<file path="src/rtl/rr_lock_arbiter.sv">
// Round-robin lock arbiter for four requesters. A granted requester keeps the
// resource until it drops req or overstays HOLD_MAX cycles while others wait.
module rr_lock_arbiter #(
   parameter int HOLD_MAX = 8
) (
   input  logic       clock,
   input  logic       reset,
   input  logic       en,
   input  logic [3:0] req,
   output logic [3:0] gnt,
   output logic [1:0] gnt_id,
   output logic       busy,
   output logic       preempt,
   output logic       dbg_state
);

   // Handshake: a requester raises req and holds it for the whole time it uses
   // the resource. gnt (one-hot) and gnt_id are valid while busy=1. Dropping req
   // while granted releases the resource at the next clock edge. No bit of req
   // ever revokes another requester's grant except through the hold timeout.

   typedef enum logic {
      ST_IDLE  = 1'b0,
      ST_GRANT = 1'b1
   } state_t;

   localparam logic [7:0] HOLD_LAST = 8'(HOLD_MAX - 1);

   state_t     state;
   logic [1:0] ptr;
   logic [7:0] hold_cnt;

   logic [1:0] win_id;
   logic       win_found;
   logic [1:0] scan_idx;
   logic       owner_req;
   logic       others_pending;
   logic       hold_expired;

   // Search from ptr upward; scanning offsets in reverse lets the nearest
   // requester overwrite farther ones.
   always_comb begin
      win_id    = 2'd0;
      win_found = 1'b0;
      scan_idx  = 2'd0;
      for (int i = 3; i >= 0; i--) begin
         scan_idx = ptr + 2'(i);
         if (req[scan_idx]) begin
            win_id    = scan_idx;
            win_found = 1'b1;
         end
      end
   end

   assign owner_req      = req[gnt_id];
   assign others_pending = |(req & ~gnt);
   assign hold_expired   = (hold_cnt == HOLD_LAST);
   assign dbg_state      = state;

   always_ff @(posedge clock) begin
      if (reset) begin
         state    <= ST_IDLE;
         gnt      <= 4'b0000;
         gnt_id   <= 2'd0;
         busy     <= 1'b0;
         preempt  <= 1'b0;
         hold_cnt <= 8'd0;
         ptr      <= 2'd0;
      end else begin
         preempt <= 1'b0;
         case (state)
            ST_IDLE: begin
               if (en && win_found) begin
                  state    <= ST_GRANT;
                  gnt      <= 4'b0001 << win_id;
                  gnt_id   <= win_id;
                  busy     <= 1'b1;
                  hold_cnt <= 8'd0;
               end
            end
            ST_GRANT: begin
               // Release wins over timeout, so preempt only fires while the
               // owner still wants the resource.
               if (!owner_req) begin
                  state    <= ST_IDLE;
                  gnt      <= 4'b0000;
                  busy     <= 1'b0;
                  hold_cnt <= 8'd0;
                  ptr      <= gnt_id + 2'd1;
               end else if (hold_expired && others_pending) begin
                  state    <= ST_IDLE;
                  gnt      <= 4'b0000;
                  busy     <= 1'b0;
                  hold_cnt <= 8'd0;
                  ptr      <= gnt_id + 2'd1;
                  preempt  <= 1'b1;
               end else if (!hold_expired) begin
                  hold_cnt <= hold_cnt + 8'd1;
               end
            end
            default: begin
               state <= ST_IDLE;
               gnt   <= 4'b0000;
               busy  <= 1'b0;
            end
         endcase
      end
   end

endmodule
</file>
<file path="config.mk">
export PLATFORM = sky130hd
export DESIGN_NAME = rr_lock_arbiter
export DESIGN_NICKNAME = d
export VERILOG_FILES = /design/src/rtl/rr_lock_arbiter.sv
export SDC_FILE = /design/constraint.sdc
export NUM_CORES = 1
export LEC_CHECK = 0
export ABC_AREA = 1
export CAP_MARGIN = 20
export CORE_AREA = 3 3 57 59
export DETAILED_ROUTE_END_ITERATION = 10
export DIE_AREA = 0 0 60 62
export MAX_ROUTING_LAYER = met4
export PLACE_DENSITY = 0.74
export SLEW_MARGIN = 5
export SYNTH_ARGS = -nofsm -noshare
export SYNTH_HDL_FRONTEND = slang
export SYNTH_SLANG_ARGS = --single-unit
</file>
<file path="constraint.sdc">
create_clock -name clock -period 1.55 [get_ports clock]
set_input_delay 0.31 -clock clock [delete_from_list [all_inputs] [get_ports clock]]
set_output_delay 0.31 -clock clock [all_outputs]
set_load 0.02 [all_outputs]
</file>
Word-level counts from Yosys, hierarchy flattened
Index checks and enable logic that the tools add are counted.

operators by class
  $add $sub $neg = 5
  $lt $le $gt $ge = 5
  eq/ne operators = 5
  shift operators = 1
  multiplexer cells = 38
  bitwise gates (word level) = 4
  reduce and logical (&&, ||, !) cells = 8

operator list
  cell                   count
  $mux W8                4
  $mux W1                16
  $pmux W8 S2            1
  $lt A2 B3 Y1 const B   5
  $mux W2                6
  $mux W4                3
  $bmux W1 S2            5
  $add A8 B1 Y8 const B  1
  $eq A8 B3 Y1 const B   1
  $pmux W4 S2            1
  $reduce_and A2 Y1      4
  $add A2 B1 Y2 const B  2
  $add A2 B2 Y2 const B  2
  $and A4 B4 Y4          1
  $ne A4 B3 Y1 const B   1
  $not A4 Y4             1
  $pmux W1 S2            2
  $reduce_or A4 Y1       1
  $shl A1 B2 Y4 const A  1
  $ne A3 B2 Y1 const B   1
  $reduce_or A3 Y1       1
  $logic_and A1 B1 Y1    2
  $ne A2 B1 Y1 const B   1
  $ne A2 B2 Y1 const B   1
  $not A1 Y1             2

word-level totals
  register bits after elaboration = 19
  logic and storage cells = 73

Logic depth before layout (Yosys ltp)
Gate-level depths: netlist (run 1).

  depth after elaboration = 10
  mapped depth = 13
  depth with buffers taken out = 12

Worst setup path before layout (run 1)
No wires, ideal clock.

  path type = register to register
  start point = register gnt_id[0]
  end point = register hold_cnt[3]
  arrival = 1410 ps
  setup slack = 71 ps
  stages on the path, launching flop included = 9
  cells stage by stage = dfxtp_1 a21oi_1 o21ai_1 nand2_1 nor2_1 nand4_2 nand2_4 nand2_2 a21oi_2

on the way
  longest elaborated chain between the ends = 4
  elaborated cells on any way between the ends = 6
  those cells by class = 1 x eq/ne; 4 x mux; 1 x reduce/logical

ends and longest elaborated chain
  what                                                               line  source
  start: declaration                                                 11    output logic [1:0] gnt_id,
  start signal: assignment                                           76    gnt_id <= win_id;
  $bmux W1 S2 (*)                                                    55    assign owner_req = req[gnt_id];
  $mux W1 (not written as such) (*)                                  55
  $ne A4 B3 Y1 (no line) / $mux W8 (equally long branches)           --
  $reduce_and A2 Y1 (no line) / $pmux W8 S2 (equally long branches)  --
  end signal: assignment                                             98    hold_cnt <= hold_cnt + 8'd1;
  end: declaration                                                   31    logic [7:0] hold_cnt;

Every way passes the cells marked *; elsewhere a longest branch is shown, timed or not. The select of a mux whose other input is x is not followed.
A chain may end at the register's enable or synchronous reset.

Final worst setup path (run 1)
  start point = input req[0]
  end point = register hold_cnt[1]

on the way
  longest elaborated chain between the ends = 9
  elaborated cells on any way between the ends = 24
  those cells by class = 2 x eq/ne; 17 x mux; 1 x bitwise; 4 x reduce/logical

ends and longest elaborated chain
  what                           line  source
  start: declaration             9     input logic [3:0] req,
  $bmux W1 S2                    48    if (req[scan_idx]) begin
  $mux W1 (not written as such)  48
  $mux W1 (4 in a row)           48
  $logic_and A1 B1 Y1            73    if (en && win_found) begin
  $ne A2 B2 Y1 (no line)         --
  $reduce_and A2 Y1 (no line)    --

Parallel ways exist; a longest one is shown, timed or not. The select of a mux whose other input is x is not followed.

==> impl_metrics.ini, run 1 <==
[worst_setup_path]
startpoint_type = input port
crit_required_ns = 1.78
end_kind = flop
critPathKind = in2reg
critical_path_peak_fanout = 7
worstRegToRegCells = 12
crit_arrival_ns = 1.83

[floorplan]
rows = 19
ioPinCount = 16
die-area_sq_um = 3720
coreArea_sq_um = 2760
start_util_pct = 45.1
die_w_um = 60
die_h_um = 62

[timing]
fmax_mhz = 626
setup_viol = 7
totalNegativeSetupSlack_ns = -0.100
min_period_over_period_pct = 103
slew_viol_final = 0
max_slew_margin_pct = 83.6
finalCriticalPeriod_ns = 1.60
rsz0062_at_grt = true
skew_ns = 0.00426
hold_violations = 0
setup_ws_ns = -0.0478
tightest_slew_ns = 0.243

[cells_and_area]
diodes = 0
fin_cells = 260
final_core_util_pct = 66.7
seq_area_sq_um = 389
n_fill_cell = 232
multi_input_area_sq_um = 966
final_nets = 238
drive_above_1_share_pct = 44.5
syn_to_final_growth_pct = 47.9

[pwr]
clock_power_share_pct = 17.2
leakagePower_nw = 0.855
powerDensity_nw_per_um2 = 784
combPwrFrac_pct = 43.5
p_seq_share_pct = 39.2
ir_drop_uv = 666
p_total_mw = 1.44
swShare_pct = 39.7
p_switching_mw = 0.572
p_int_mw = 0.869

[clock_network]
htreeDepth = 1
clkTransAtPathRegs_ns = 0.10
cts_tree = done
cts_buffers = 3
clock-sinks = 19
cts_hold_buf = 0
clkLatencyLatePin_ns = 0.30
cts.path.max_buffers = 2
root_buffer = clkbuf_4

[logic_synthesis]
yosys.area.top_type = dfxtp_1
postSynthNetCount = 199
synthMuxAreaShare_pct = 0
synth_edf_count = 0
synthArstFlopShare_pct = 0
synthMostInstantiatedCell = nand2_1
synth_top_area_share_pct = 30.6
synthAdderAreaFrac_pct = 1.01
synth.distinct_cells = 27
synth-compound-area-share_pct = 13.9
ys_ff_latch = 19
netlist_area_sq_um = 1240
yosys_warnings = 0
synth_cells = 191
synthSimpleGateAreaFrac_pct = 43.4
synthXorXnorAreaFrac_pct = 2.11
seq_area_frac_synth_pct = 30.6
synth_commonest_cells = 52 x nand2_1, 19 x dfxtp_1, 19 x inv_1, 19 x nand3_1, 17 x nor2_1
syn_avg_cell_area_sq_um = 6.50
synth.area.top_cells = dfxtp_1 31%, nand2_1 16%, nand3_1 7.7%, inv_1 5.7%, a21oi_1 5.2%
synth_flop_cell = dfxtp_1
synth_top_family_by_area = simple AND/OR/NAND/NOR gates

[route]
wl_per_cell_um = 13.4
drt-pass1-iter-count = 4
drt-initial-drc-count = 56
ant_nets = 0
viasPerCell = 5.26
drc = 0
drt_wl_total_mm = 3.49
vias = 1367

[hold_path]
hold_depth = 2
hold_class = reg2reg

[placement]
pre_cts_slack_ns = -0.406
port_buffers = 15
place.gp.congestion = 0.839
dp_cells = 255
hpwl_mm = 2.26

[global_routing]
grt_pass1_vias = 1090
track_usage_pct = 17.2
grt_first_pass_wirelength_mm = 4.77
grt_overflow = 0
grt_max_degree = 11
antenna_found_initial = 0

[flow_run]
maxCapViolCount = 0

[status]
failed_checks = negative setup slack
status = complete, but fails checks
worst max-delay path: stages:
cell	delay (ns)
clkdlybuf4s50_1	0.50
inv_2	0.07
o21ai_2	0.12
nand2_2	0.10
nor2_4	0.18
nand4_4	0.19
nand2_8	0.15
nand2_1	0.08
a21oi_2	0.13
through the flow:
step           area, sq um  hold slack, ns
2_1_floorplan         1240           0.452
4_1_cts               1610           0.467
6_report              1840           0.473
5_1_grt               1840           0.492
3_5_place_dp          1570           0.453
3_3_place_gp          1570           0.459
state kept, by name, summed over array words and instances (netlist names):
name / count
ptr: 2
busy: 1
hold_cnt: 8
dbg_state: 1
gnt_id: 2
preempt: 1
gnt: 4
layout by cell type, fill, tap and decap left out, drive strengths merged:
master         instances
dlygate4sd2            9
or2                    1
nand3                 20
nor2                  18
o21ai                  8
nor4                   1
o31ai                  1
a21oi                 19
inv                   25
nand2                 64
nand4                  6
clkdlybuf4s50          3
xnor2                  2
clkbuf                 4
xor2                   1
o211ai                 1
ha                     1
dlymetal6s2s           3
nand3b                 1
dfxtp                 19
buf                   22
layer usage:
metal | GRT usage (%) | part of all wire, % | up-vias | routed length [um]
met5 | - | 0 | - | 0
met4 | 2.85 | 1.6 | 0 | 55
met3 | 3.72 | 4.8 | 7 | 169
met2 | 25.0 | 46 | 31 | 1610
met1 | 24.8 | 47 | 634 | 1650
li1 | - | - | 695 | -
layout make-up:
class	count	area share (%)
Clock buffer	4	1.43
Inverter	25	5.38
Multi-Input combinational cell	144	52.6
Sequential cell	19	21.2
Tap cell	31	2.11
Timing Repair Buffer	37	17.4
final timing paths:
check,startpoint,endpoint,slack [ns]
hold reg to reg,busy$_SDFFE_PP0P_,busy$_SDFFE_PP0P_,0.47
hold / removal,busy$_SDFFE_PP0P_,busy$_SDFFE_PP0P_,0.47
setup reg to reg,ptr[0]$_SDFFE_PP0P_,hold_cnt[1]$_SDFFE_PP0P_,0
setup / recovery,req[0],hold_cnt[1]$_SDFFE_PP0P_,-0.05
timing repair:
action	CTS	global route
gates resized for setup	15	64
pin swaps	2	21
gates cloned	0	0
buffers inserted	0	1
endpoints found under the setup margin	21	19
kinds of logic after synthesis:
kind of cell / Yosys count
buffers and inverters: 28
AND/OR/NAND/NOR: 111
adder cells (fa/ha/maj): 1
XOR/XNOR: 3
AO/OA/AOI/OAI: 29
flip-flops: 19
power by group through the flow:
stage	sequential [mW]	combinational (mW)	clock, mW
6_report	0.565	0.627	0.248
5_1_grt	0.571	0.680	0.284
4_1_cts	0.553	0.495	0.255
3_5_place_dp	0.563	0.504	0
3_3_place_gp	0.563	0.501	0
2_1_floorplan	0.586	0.287	0
No activity file was read; power rests on OpenSTA's default activity.
==> run 2, diff against run 1 <==
SLEW_MARGIN = 40   (was 5)
==> results of run 2 <==
Final layout, timing and power as in run 1 (identical DEF).
